$ cat config.mk
export PLATFORM = sky130hd
export DESIGN_NAME = rgb111_sampler
export DESIGN_NICKNAME = d
export VERILOG_FILES = /design/src/rtl/vp415_video_pkg.sv /design/src/rtl/sync_filter.sv /design/src/rtl/rgb111_sampler.sv
export SDC_FILE = /design/constraint.sdc
export NUM_CORES = 1
export LEC_CHECK = 0
export BUFFER_PORTS_ARGS = -buffer_cell sky130_fd_sc_hd__buf_2
export CAP_MARGIN = 20
export CORE_MARGIN = 2
export CORE_UTILIZATION = 30
export CTS_BUF_LIST = sky130_fd_sc_hd__clkbuf_2
export DETAILED_ROUTE_END_ITERATION = 8
export PLACE_DENSITY = 0.52
export SKIP_LAST_GASP = 1
export SYNTH_ARGS = -nofsm -noshare
export SYNTH_HDL_FRONTEND = slang
export SYNTH_SLANG_ARGS = --single-unit
$ cat constraint.sdc
create_clock -name clk -period 3.2 [get_ports clk]
set_clock_uncertainty 0.05 [all_clocks]
set_input_delay 0.64 -clock clk [delete_from_list [all_inputs] [get_ports clk]]
set_output_delay 0.64 -clock clk [all_outputs]
set_load 0.03 [all_outputs]
$ cat src/rtl/vp415_video_pkg.sv
// Shared types and default line timing for the VP415 RGB capture path.
package vp415_video_pkg;

    typedef enum logic [1:0] {
        IDLE       = 2'd0,
        WAIT_START = 2'd1,
        ACTIVE     = 2'd2
    } line_state_e;

    localparam int          DEF_H_START      = 1134;
    localparam int          DEF_H_PIXELS     = 640;
    localparam logic [31:0] DEF_PHASE_INC    = 32'd848388602;
    localparam int          DEF_LINE_TIMEOUT = 6000;

    // Width of the line, pixel and timeout counters; all defaults fit comfortably.
    localparam int CNT_W = 16;

endpackage

$ cat src/rtl/sync_filter.sv
// Multi-flop synchroniser for one asynchronous bit, with an optional run-length
// glitch filter (FILTER_LEN = 0 bypasses the filter).
module sync_filter #(
    parameter int STAGES     = 2,
    parameter int FILTER_LEN = 0
) (
    input  logic clk,
    input  logic reset,
    input  logic d_i,
    output logic q_o
);

    logic [STAGES-1:0] sync_q;

    always_ff @(posedge clk) begin
        if (reset) begin
            sync_q <= '0;
        end else begin
            sync_q <= {sync_q[STAGES-2:0], d_i};
        end
    end

    generate
        if (FILTER_LEN == 0) begin : g_bypass
            assign q_o = sync_q[STAGES-1];
        end else begin : g_filter
            localparam int CW = $clog2(FILTER_LEN + 1);

            logic [CW-1:0] run_q, run_d;
            logic          filt_q, filt_d;

            // Count consecutive samples that disagree with the accepted level.
            always_comb begin
                run_d  = '0;
                filt_d = filt_q;
                if (sync_q[STAGES-1] != filt_q) begin
                    if (run_q == CW'(FILTER_LEN - 1)) begin
                        filt_d = sync_q[STAGES-1];
                    end else begin
                        run_d = run_q + 1'b1;
                    end
                end
            end

            always_ff @(posedge clk) begin
                if (reset) begin
                    run_q  <= '0;
                    filt_q <= 1'b0;
                end else begin
                    run_q  <= run_d;
                    filt_q <= filt_d;
                end
            end

            assign q_o = filt_q;
        end
    endgenerate

endmodule

$ cat src/rtl/rgb111_sampler.sv
// BBC Micro RGB111 pixel sampler: finds hsync in composite sync, waits out the
// back porch, then samples RGB with an NCO-driven pixel clock.
module rgb111_sampler
    import vp415_video_pkg::*;
#(
    parameter int          SYNC_STAGES  = 2,
    parameter int          CSYNC_FILTER = 3,
    parameter int          H_START      = DEF_H_START,
    parameter int          H_PIXELS     = DEF_H_PIXELS,
    parameter logic [31:0] PHASE_INC    = DEF_PHASE_INC,
    parameter int          LINE_TIMEOUT = DEF_LINE_TIMEOUT
) (
    input  logic clk,
    input  logic reset,
    input  logic red_in,
    input  logic green_in,
    input  logic blue_in,
    input  logic csync_in,
    output logic red_out,
    output logic green_out,
    output logic blue_out,
    output logic pixel_valid,
    output logic line_start,
    output logic sync_lost
);

    logic [2:0] rgb_in;
    logic [2:0] rgb_sync;
    logic       csync_filt;

    assign rgb_in = {red_in, green_in, blue_in};

    generate
        for (genvar gi = 0; gi < 3; gi++) begin : g_rgb_sync
            sync_filter #(
                .STAGES     (SYNC_STAGES),
                .FILTER_LEN (0)
            ) u_sync (
                .clk   (clk),
                .reset (reset),
                .d_i   (rgb_in[gi]),
                .q_o   (rgb_sync[gi])
            );
        end
    endgenerate

    sync_filter #(
        .STAGES     (SYNC_STAGES),
        .FILTER_LEN (CSYNC_FILTER)
    ) u_csync (
        .clk   (clk),
        .reset (reset),
        .d_i   (csync_in),
        .q_o   (csync_filt)
    );

    line_state_e      state_q, state_d;
    logic             csync_prev_q;
    logic [CNT_W-1:0] cyc_q, cyc_d;
    logic [CNT_W-1:0] pix_q, pix_d;
    logic [CNT_W-1:0] tmo_q, tmo_d;
    logic [31:0]      acc_q, acc_d;
    logic [31:0]      acc_sum;
    logic             carry;
    logic [2:0]       rgb_q, rgb_d;
    logic             pv_q, pv_d;
    logic             ls_q, ls_d;
    logic             lost_q, lost_d;
    logic             hsync_edge;

    assign hsync_edge     = csync_prev_q & ~csync_filt;
    assign {carry, acc_sum} = {1'b0, acc_q} + {1'b0, PHASE_INC};

    always_comb begin
        state_d = state_q;
        cyc_d   = cyc_q;
        pix_d   = pix_q;
        acc_d   = acc_q;
        rgb_d   = rgb_q;
        pv_d    = 1'b0;
        ls_d    = hsync_edge;
        tmo_d   = (tmo_q == CNT_W'(LINE_TIMEOUT)) ? tmo_q : tmo_q + 1'b1;
        lost_d  = lost_q || (tmo_d == CNT_W'(LINE_TIMEOUT));

        // An hsync edge restarts the line from any state and beats a coincident carry.
        if (hsync_edge) begin
            state_d = WAIT_START;
            cyc_d   = '0;
            pix_d   = '0;
            acc_d   = '0;
            tmo_d   = '0;
            lost_d  = 1'b0;
        end else if (lost_d) begin
            state_d = IDLE;
            cyc_d   = '0;
            pix_d   = '0;
            acc_d   = '0;
        end else begin
            case (state_q)
                WAIT_START: begin
                    cyc_d = cyc_q + 1'b1;
                    if (cyc_d == CNT_W'(H_START - 1)) begin
                        state_d = ACTIVE;
                    end
                end
                ACTIVE: begin
                    acc_d = acc_sum;
                    if (carry) begin
                        pv_d  = 1'b1;
                        rgb_d = rgb_sync;
                        pix_d = pix_q + 1'b1;
                        if (pix_q == CNT_W'(H_PIXELS - 1)) begin
                            state_d = IDLE;
                            pix_d   = '0;
                            acc_d   = '0;
                        end
                    end
                end
                default: ;
            endcase
        end

        // Outside the active window the pixel outputs rest at black.
        if (!pv_d && state_d != ACTIVE) begin
            rgb_d = '0;
        end
    end

    always_ff @(posedge clk) begin
        if (reset) begin
            state_q      <= IDLE;
            csync_prev_q <= 1'b0;
            cyc_q        <= '0;
            pix_q        <= '0;
            tmo_q        <= '0;
            acc_q        <= '0;
            rgb_q        <= '0;
            pv_q         <= 1'b0;
            ls_q         <= 1'b0;
            lost_q       <= 1'b1;
        end else begin
            state_q      <= state_d;
            csync_prev_q <= csync_filt;
            cyc_q        <= cyc_d;
            pix_q        <= pix_d;
            tmo_q        <= tmo_d;
            acc_q        <= acc_d;
            rgb_q        <= rgb_d;
            pv_q         <= pv_d;
            ls_q         <= ls_d;
            lost_q       <= lost_d;
        end
    end

    assign {red_out, green_out, blue_out} = rgb_q;
    assign pixel_valid = pv_q;
    assign line_start  = ls_q;
    assign sync_lost   = lost_q;

endmodule

==> results of run 1 <==
==> worst reg2reg max path, cell delays in order, from the launching register on <==
cell      delay (ns)
dfxtp_1         0.58
inv_1           0.09
ha_1            0.32
or2b_1          0.24
a2111o_1        0.42
a211oi_4        0.34
a31oi_2         0.19
o21ai_2         0.12
buf_12          0.25
nor3_1          0.10
==> synthesized netlist by cell type (6+ instances only) <==
cell type,n
dfxtp_1,99
nor2_1,99
xnor2_1,41
nand2_1,32
a21oi_1,30
nand3_1,27
xor2_1,22
inv_1,19
nand4_1,19
nor3_1,19
clkbuf_1,14
nor2b_1,14
nor4_1,12
o21ai_0,12
ha_1,9
a211oi_1,7
a21o_1,6
and4_1,6
buf_2,6
o211ai_1,6
or3_1,6
==> how the worst min path moves through the flow <==
stage | start | endpoint | cells after the start
floorplan | u_csync.g_filter.run_q[0]$_SDFF_PP0_ | u_csync.g_filter.run_q[0]$_SDFF_PP0_ | 1
global placement | u_csync.g_filter.run_q[0]$_SDFF_PP0_ | u_csync.g_filter.run_q[0]$_SDFF_PP0_ | 1
detailed placement | u_csync.g_filter.run_q[0]$_SDFF_PP0_ | u_csync.g_filter.run_q[0]$_SDFF_PP0_ | 1
CTS | red_in | g_rgb_sync[2].u_sync.sync_q[0]$_SDFF_PP0_ | 2
global route | red_in | g_rgb_sync[2].u_sync.sync_q[0]$_SDFF_PP0_ | 2
finish | red_in | g_rgb_sync[2].u_sync.sync_q[0]$_SDFF_PP0_ | 2
==> registers in the layout (all words and copies together) (netlist names) <==
| name | count |
|---|---|
| acc_q | 31 |
| cyc_q | 16 |
| pix_q | 16 |
| tmo_q | 16 |
| g_rgb_sync.u_sync.sync_q | 6 |
| rgb_q | 3 |
| state_q | 2 |
| u_csync.g_filter.run_q | 2 |
| u_csync.sync_q | 2 |
| csync_prev_q | 1 |
| line_start | 1 |
| pixel_valid | 1 |
| sync_lost | 1 |
| u_csync.q_o | 1 |
==> kinds of logic (layout without fill, tap and decap cells) <==
| logic type | Yosys count | in the layout | synth area share [%] |
|---|---|---|---|
| compound gates | 102 | 102 | 14.9 |
| xor+xnor | 63 | 63 | 10.8 |
| fa+ha+maj | 9 | 9 | 2.20 |
| buf+inv | 47 | 52 | 4.40 |
| flops | 99 | 99 | 38.7 |
| mux | 4 | 4 | 0.782 |
| other cells | 0 | 1 | 0 |
| simple gates | 278 | 278 | 28.2 |
==> report_power, final <==
group | leakage, nW | switching (mW) | internal, mW
registers | 0.799 | 0.00899 | 1.25
clock network | 0.0623 | 0.435 | 0.113
logic | 0.761 | 0.0172 | 0.0149
total | 1.62 | 0.461 | 1.37
==> area by class of cell <==
class,instances,share of cell area [%]
flip-flops and latches,99,36.4
multi-input cells,456,53.5
clock buffers,10,0.919
clock inverters,6,0.827
repair buffers,16,1.93
diodes,1,0.0459
inverters,20,1.38
well taps,220,5.05
==> layer usage <==
metal	up-vias	share of wire [%]	track usage, %
met5	-	0	0
met1	1930	49	15.1
met4	0	1.3	4.97
met3	11	2.5	2.82
met2	39	47	19.7
li1	2114	-	-
==> through the flow <==
stage | util [%] | cell area (µm²) | hold slack, ns | cells | worst slack [ns]
after floorplan | - | 5120 | 0.341 | 602 | 0.710
after global placement | 32.1 | 5350 | 0.349 | 811 | 0.562
after detailed placement | 32.1 | 5350 | 0.356 | 811 | 0.446
after CTS | 32.7 | 5450 | 0.104 | 827 | 0.363
after global routing | 32.7 | 5450 | 0.0998 | 828 | 0.193
final | 32.7 | 5450 | 0.182 | 828 | 0.401
==> out/results.md, run 1 <==
| Item | This run | Unit |
| --- | --- | --- |
| Number of enable-type register cells in the synthesized netlist | 0 | - |
| Critical Path Max Stage Delay | 0.58 | ns |
| Start point of the critical path | tmo_q[0]$_SDFF_PP0_ | - |
| Worst r2r src | tmo_q[0]$_SDFF_PP0_ | - |
| Proportion of synthesized chip area in sequential cells | 38.7 | % |
| Total buffers and inverters traversed by the critical path | 2 | - |
| Depth of the CTS H-tree | 3 | - |
| Sequential cell area | 0.00198 | mm² |
| Area used by multi-input combinational logic | 0.00291 | mm² |
| DIE HEIGHT | 135 | µm |
| Via count of the first global-routing pass | 3891 | - |
| Row cnt | 47 | - |
| Static leakage | 1.62 | nW |
| Synthesis-to-finish area growth | 6.40 | % |
| Time the final worst path needs with I/O delays and setup | 2.80 | ns |
| Count of final max-slew check failures | 0 | - |
| CTS tree | yes | - |
| Number of DRC violations after detailed-routing iteration 0 | 188 | - |
| Crit Reg-Reg Endpoint | acc_q[27]$_SDFFE_PP0P_ | - |
| Data required time of the worst path | 3.62 | ns |
| Slew @ Worst Pin | 0.655 | ns |
| Wire per inst | 12.5 | µm |
| Worst supply voltage drop on vdd | 0.000125 | V |
| Relative slew margins | 56.3 | % |
| First-pass detailed-route iteration total | 4 | - |
| Overall fraction of global-route tracks in use | 12.0 | % |
| Reg clk slew, reported paths | 0.28 | ns |
| Combined area of all synthesized cells | 0.00512 | mm² |
| Primary FF master, synth | dfxtp_1 | - |
| Post-detailed-route DRC marker count | 0 | - |
| Count of cells resized by post-cts repair | 0 | - |
| Arrival @ worst endpoint | 3.22 | ns |
| Path class of the lowest-slack min-delay path | input pin to flop | - |
| # Post-CTS Setup Buffers | 0 | - |
| Accumulated negative setup slack | 0 | ns |
| Antenna violations before repair | 1 | - |
| Total routed wirelength | 10.3 | mm |
| Number of clock buffers inserted by TritonCTS | 9 | - |
| Critical path capture point type | flop | - |
| Slowest library cell on the worst path | dfxtp_1 | - |
| Endpoint of the worst setup timing path | acc_q[27]$_SDFFE_PP0P_ | - |
| Area contributors post-synth | dfxtp_1 39%, nor2_1 7.3%, xnor2_1 7.0% | - |
| First-pass GRT wire length | 18.0 | mm |
| Top-area cell type share of the netlist area | 38.7 | % |
| Worst Path Max Fanout | 43 | - |
| RSZ-0062 raised after global routing | false | - |
| Largest net degree at the start of global routing | 44 | - |
| Critical path class | flop to flop | - |
| Family with the most delay on the worst path | compound AO/OA/AOI/OAI gates | - |
| Count of nets left with antenna violations after detail routing | 0 | - |
| Routed via count | 4094 | - |
| Number of storage elements in the synthesis netlist | 99 | - |
| Power after layout | 1.84 | mW |
| Setup violations, final | 0 | - |
| Element type at the critical path start | flop | - |
| Share of the clock period used by the worst path after layout | 87.5 | % |
| Average footprint of a synthesized cell | 8.50 | µm² |
| Nets | 617 | - |
| Largest area contributor in the netlist | dfxtp_1 | - |
| Run status | complete, no violations | - |
| Clock sink count | 99 | - |
| Number of buffers inserted for hold repair after clock tree synthesis | 0 | - |
| Max-cap violations | 0 | - |
| Port-buffer cells | 11 | - |
| Ports placed on the boundary | 12 | - |
| Placed wire-length estimate | 7.16 | mm |
| Count of yosys warnings during synthesis | 0 | - |
| Latest clock arrival within the worst-skew pair | 0.59 | ns |
| Cell breakdown of the critical path | inv_1, ha_1, or2b_1, a2111o_1, a211oi_4, a31oi_2, o21ai_2, buf_12, nor3_1 | - |
| Post-detailed-route via-to-cell ratio | 4.94 | - |
| Initial Utilization | 30.8 | % |
| Weighted congestion at the end of routability-driven global placement | 0.749 | - |
| Max Clk Rate | 0.357 | GHz |
| Asr flop ratio synth | 0 | % |
| Stages on worst setup path | 9 | - |
| Total Die Area | 0.0181 | mm² |
| Core Area | 0.0166 | mm² |
| Cells after synthesis | 602 | - |
| Total congestion overflow | 0 | - |
| Worst-case reg-to-reg path depth | 9 | - |
| Count of distinct cell types in the synthesized netlist | 74 | - |
| Register-to-register path setup slack | 0.40 | ns |
| Fraction of final layout cells with drive strength greater than 1 | 9.23 | % |
| Number of buffers on the longest clock path | 2 | - |
| Highest-count cells in the layout ignoring fill and taps | 99 x nor2_1, 99 x dfxtp_1, 41 x xnor2_1 | - |
| Overall die width | 135 | µm |
| FILL cells | 1747 | - |
| Pwr per Cell Area | 337 | mW/mm² |
| Net count of the mapped netlist | 617 | - |
| Root buffer cell | clkbuf_2 | - |
| Hold Violations, Final | 0 | - |
Power figures use the tool's default switching activity.
==> inputs of run 2 (changes only) <==
--- a/config.mk
+++ b/config.mk
@@ -12,6 +12,8 @@
 export CTS_BUF_LIST = sky130_fd_sc_hd__clkbuf_2
 export DETAILED_ROUTE_END_ITERATION = 8
 export PLACE_DENSITY = 0.52
+export REMOVE_ABC_BUFFERS = 1
+export SETUP_SLACK_MARGIN = 0.3
 export SKIP_LAST_GASP = 1
 export SYNTH_ARGS = -nofsm -noshare
 export SYNTH_HDL_FRONTEND = slang
==> run 2 against run 1 <==
  * Register-to-register slack improved by 0.07 ns
  * First-iteration DRC count rose by 9.0%
  * Cell area grew 0.11%
  * Critical path depth down 1
  * Critical endpoint is now rgb_q[0]$_SDFFE_PP0P_
  * Largest power group unchanged
==> out/results.md, run 2 (synthesis gave the netlist of run 1 again) <==
| Item | This run | Unit |
| --- | --- | --- |
| Worst Slack Setup Final | 0.474 | ns |
| Row cnt | 47 | - |
| Accumulated negative setup slack | 0 | ns |
| Placed wire-length estimate | 7.22 | mm |
| Critical Path Max Stage Delay | 0.57 | ns |
| Wire per inst | 12.5 | µm |
| Depth of the worst hold-timing path | 2 | - |
| Worst Path Max Fanout | 9 | - |
| Root buffer cell | clkbuf_2 | - |
| Register with the highest flop count | acc_q | - |
| Post-detailed-route DRC marker count | 0 | - |
| Logic gate share of total power | 1.7 | % |
| Crit Reg-Reg Endpoint | rgb_q[0]$_SDFFE_PP0P_ | - |
| Overall die width | 135 | µm |
| Initial Utilization | 30.8 | % |
| Switching share of power | 25.7 | % |
| First-pass detailed-route iteration total | 4 | - |
| First-pass GRT wire length | 17.9 | mm |
| Slowest library cell on the worst path | dfxtp_1 | - |
| Power after layout | 1.84 | mW |
| Sink of the worst hold path | g_rgb_sync[0].u_sync.sync_q[0]$_SDFF_PP0_ | - |
| Nets | 617 | - |
| CTS tree | yes | - |
| Total Die Area | 0.0181 | mm² |
| Number of clock buffers inserted by TritonCTS | 9 | - |
| Clock sink count | 99 | - |
| Share of the clock period used by the worst path after layout | 85.2 | % |
| Hold Violations, Final | 0 | - |
| Synthesis-to-finish area growth | 6.52 | % |
| Count of nets left with antenna violations after detail routing | 0 | - |
| Pre-CTS setup slack | 0.450 | ns |
| RSZ-0062 raised after global routing | false | - |
| Relative slew margins | 58.4 | % |
| Cell breakdown of the critical path | ha_1, nand3_2, o32a_1, o22a_1, a211oi_4, a31oi_4, a31o_1, a211oi_1 | - |
| Run status | complete, no violations | - |
| Fraction of final layout cells with drive strength greater than 1 | 9.56 | % |
| Critical path capture point type | flop | - |
| Count of final max-slew check failures | 0 | - |
| Worst-case reg-to-reg path depth | 8 | - |
| # Post-CTS Setup Buffers | 0 | - |
| Number of DRC violations after detailed-routing iteration 0 | 205 | - |
| Weighted congestion at the end of routability-driven global placement | 0.793 | - |
| Time the final worst path needs with I/O delays and setup | 2.73 | ns |
| Port-buffer cells | 11 | - |
| Slew @ Worst Pin | 0.625 | ns |
| Latest clock arrival within the worst-skew pair | 0.62 | ns |
| Worst r2r src | tmo_q[0]$_SDFF_PP0_ | - |
| Post-detailed-route via-to-cell ratio | 4.98 | - |
| Register-to-register path setup slack | 0.47 | ns |
| Via count of the first global-routing pass | 3900 | - |
| Internal cell power | 1.37 | mW |
| Worst min-delay path startpoint | blue_in | - |
| Switch Pwr | 474 | µW |
| FILL cells | 1778 | - |
| Arrival @ worst endpoint | 3.22 | ns |
| Pwr per Cell Area | 338 | mW/mm² |
| Critical path class | flop to flop | - |
| Max reg flops | 31 | - |
| Depth of the CTS H-tree | 3 | - |
| DIE HEIGHT | 135 | µm |
| Largest net degree at the start of global routing | 44 | - |
| Area used by multi-input combinational logic | 0.00291 | mm² |
| Sequential cell area | 0.00198 | mm² |
| Max Clk Rate | 0.367 | GHz |
| Element type at the critical path start | flop | - |
| Setup violations, final | 0 | - |
| Path class of the lowest-slack min-delay path | input pin to flop | - |
| Total routed wirelength | 10.4 | mm |
| Static leakage | 1.62 | nW |
| Ports placed on the boundary | 12 | - |
| Worst supply voltage drop on vdd | 0.000182 | V |
| Antenna violations before repair | 1 | - |
| Max-cap violations | 0 | - |
| Count of cells resized by post-cts repair | 0 | - |
| Number of buffers inserted for hold repair after clock tree synthesis | 0 | - |
| Reg clk slew, reported paths | 0.27 | ns |
| Clk pwr share | 30.1 | % |
| Highest-count cells in the layout ignoring fill and taps | 99 x nor2_1, 99 x dfxtp_1, 41 x xnor2_1 | - |
| Number of buffers on the longest clock path | 2 | - |
| Total congestion overflow | 0 | - |
| Core Area | 0.0166 | mm² |
| Sequential Power Share | 68.2 | % |
| Overall fraction of global-route tracks in use | 12.0 | % |
| Data required time of the worst path | 3.69 | ns |
| Routed via count | 4129 | - |
-- run 2: power by group through the flow --
stage / combinational [mW] / sequential [mW] / clock (mW)
after CTS: 0.0327 / 1.26 / 0.595
final: 0.0316 / 1.26 / 0.555
after detailed placement: 0.0324 / 1.28 / 0
after global placement: 0.0319 / 1.28 / 0
after floorplan: 0.0221 / 1.28 / 0
after global routing: 0.0362 / 1.26 / 0.645
-- run 2: per-stage QoR --
step / utilization, % / hold slack [ns] / std cells / instance area, µm²
6_report: 32.8 / 0.166 / 829 / 5450
2_1_floorplan: - / 0.341 / 575 / 4970
5_1_grt: 32.8 / 0.117 / 829 / 5450
3_3_place_gp: 32.1 / 0.351 / 811 / 5350
3_5_place_dp: 32.1 / 0.354 / 811 / 5350
4_1_cts: 32.7 / 0.108 / 827 / 5450
-- run 2: layout make-up --
cell class,instances,area share (%)
Multi-Input combinational cell,456,53.4
Clock inverter,7,0.964
Tap cell,220,5.05
Antenna cell,2,0.0918
Sequential cell,99,36.3
Inverter,20,1.38
Clock buffer,9,0.826
Timing Repair Buffer,16,1.93
-- run 2: critical path, delay by kind of cell, from the launching register on --
| family | cells | cell delay (ns) |
|---|---|---|
| fa+ha+maj | 1 | 0.31 |
| compound gates | 6 | 1.56 |
| flops | 1 | 0.57 |
| simple gates | 1 | 0.19 |
-- run 2: worst max-delay path by stage --
stage                                  end  cells after the start  slack [ns]                  start
floorplan           acc_q[27]$_SDFFE_PP0P_                      6        0.20  state_q[0]$_SDFF_PP0_
global placement    cyc_q[14]$_SDFFE_PP0P_                      7        0.54    tmo_q[0]$_SDFF_PP0_
detailed placement   rgb_q[0]$_SDFFE_PP0P_                      8        0.45    tmo_q[0]$_SDFF_PP0_
CTS                  rgb_q[0]$_SDFFE_PP0P_                      8        0.42    tmo_q[0]$_SDFF_PP0_
global route        cyc_q[14]$_SDFFE_PP0P_                      7        0.30    tmo_q[0]$_SDFF_PP0_
finish               rgb_q[0]$_SDFFE_PP0P_                      8        0.47    tmo_q[0]$_SDFF_PP0_
-- run 2: per-layer routing --
metal,wire [µm],global-route usage [%]
met2,4830,20.4
met3,323,3.00
met5,0,0
met4,175,4.80
met1,5040,14.6
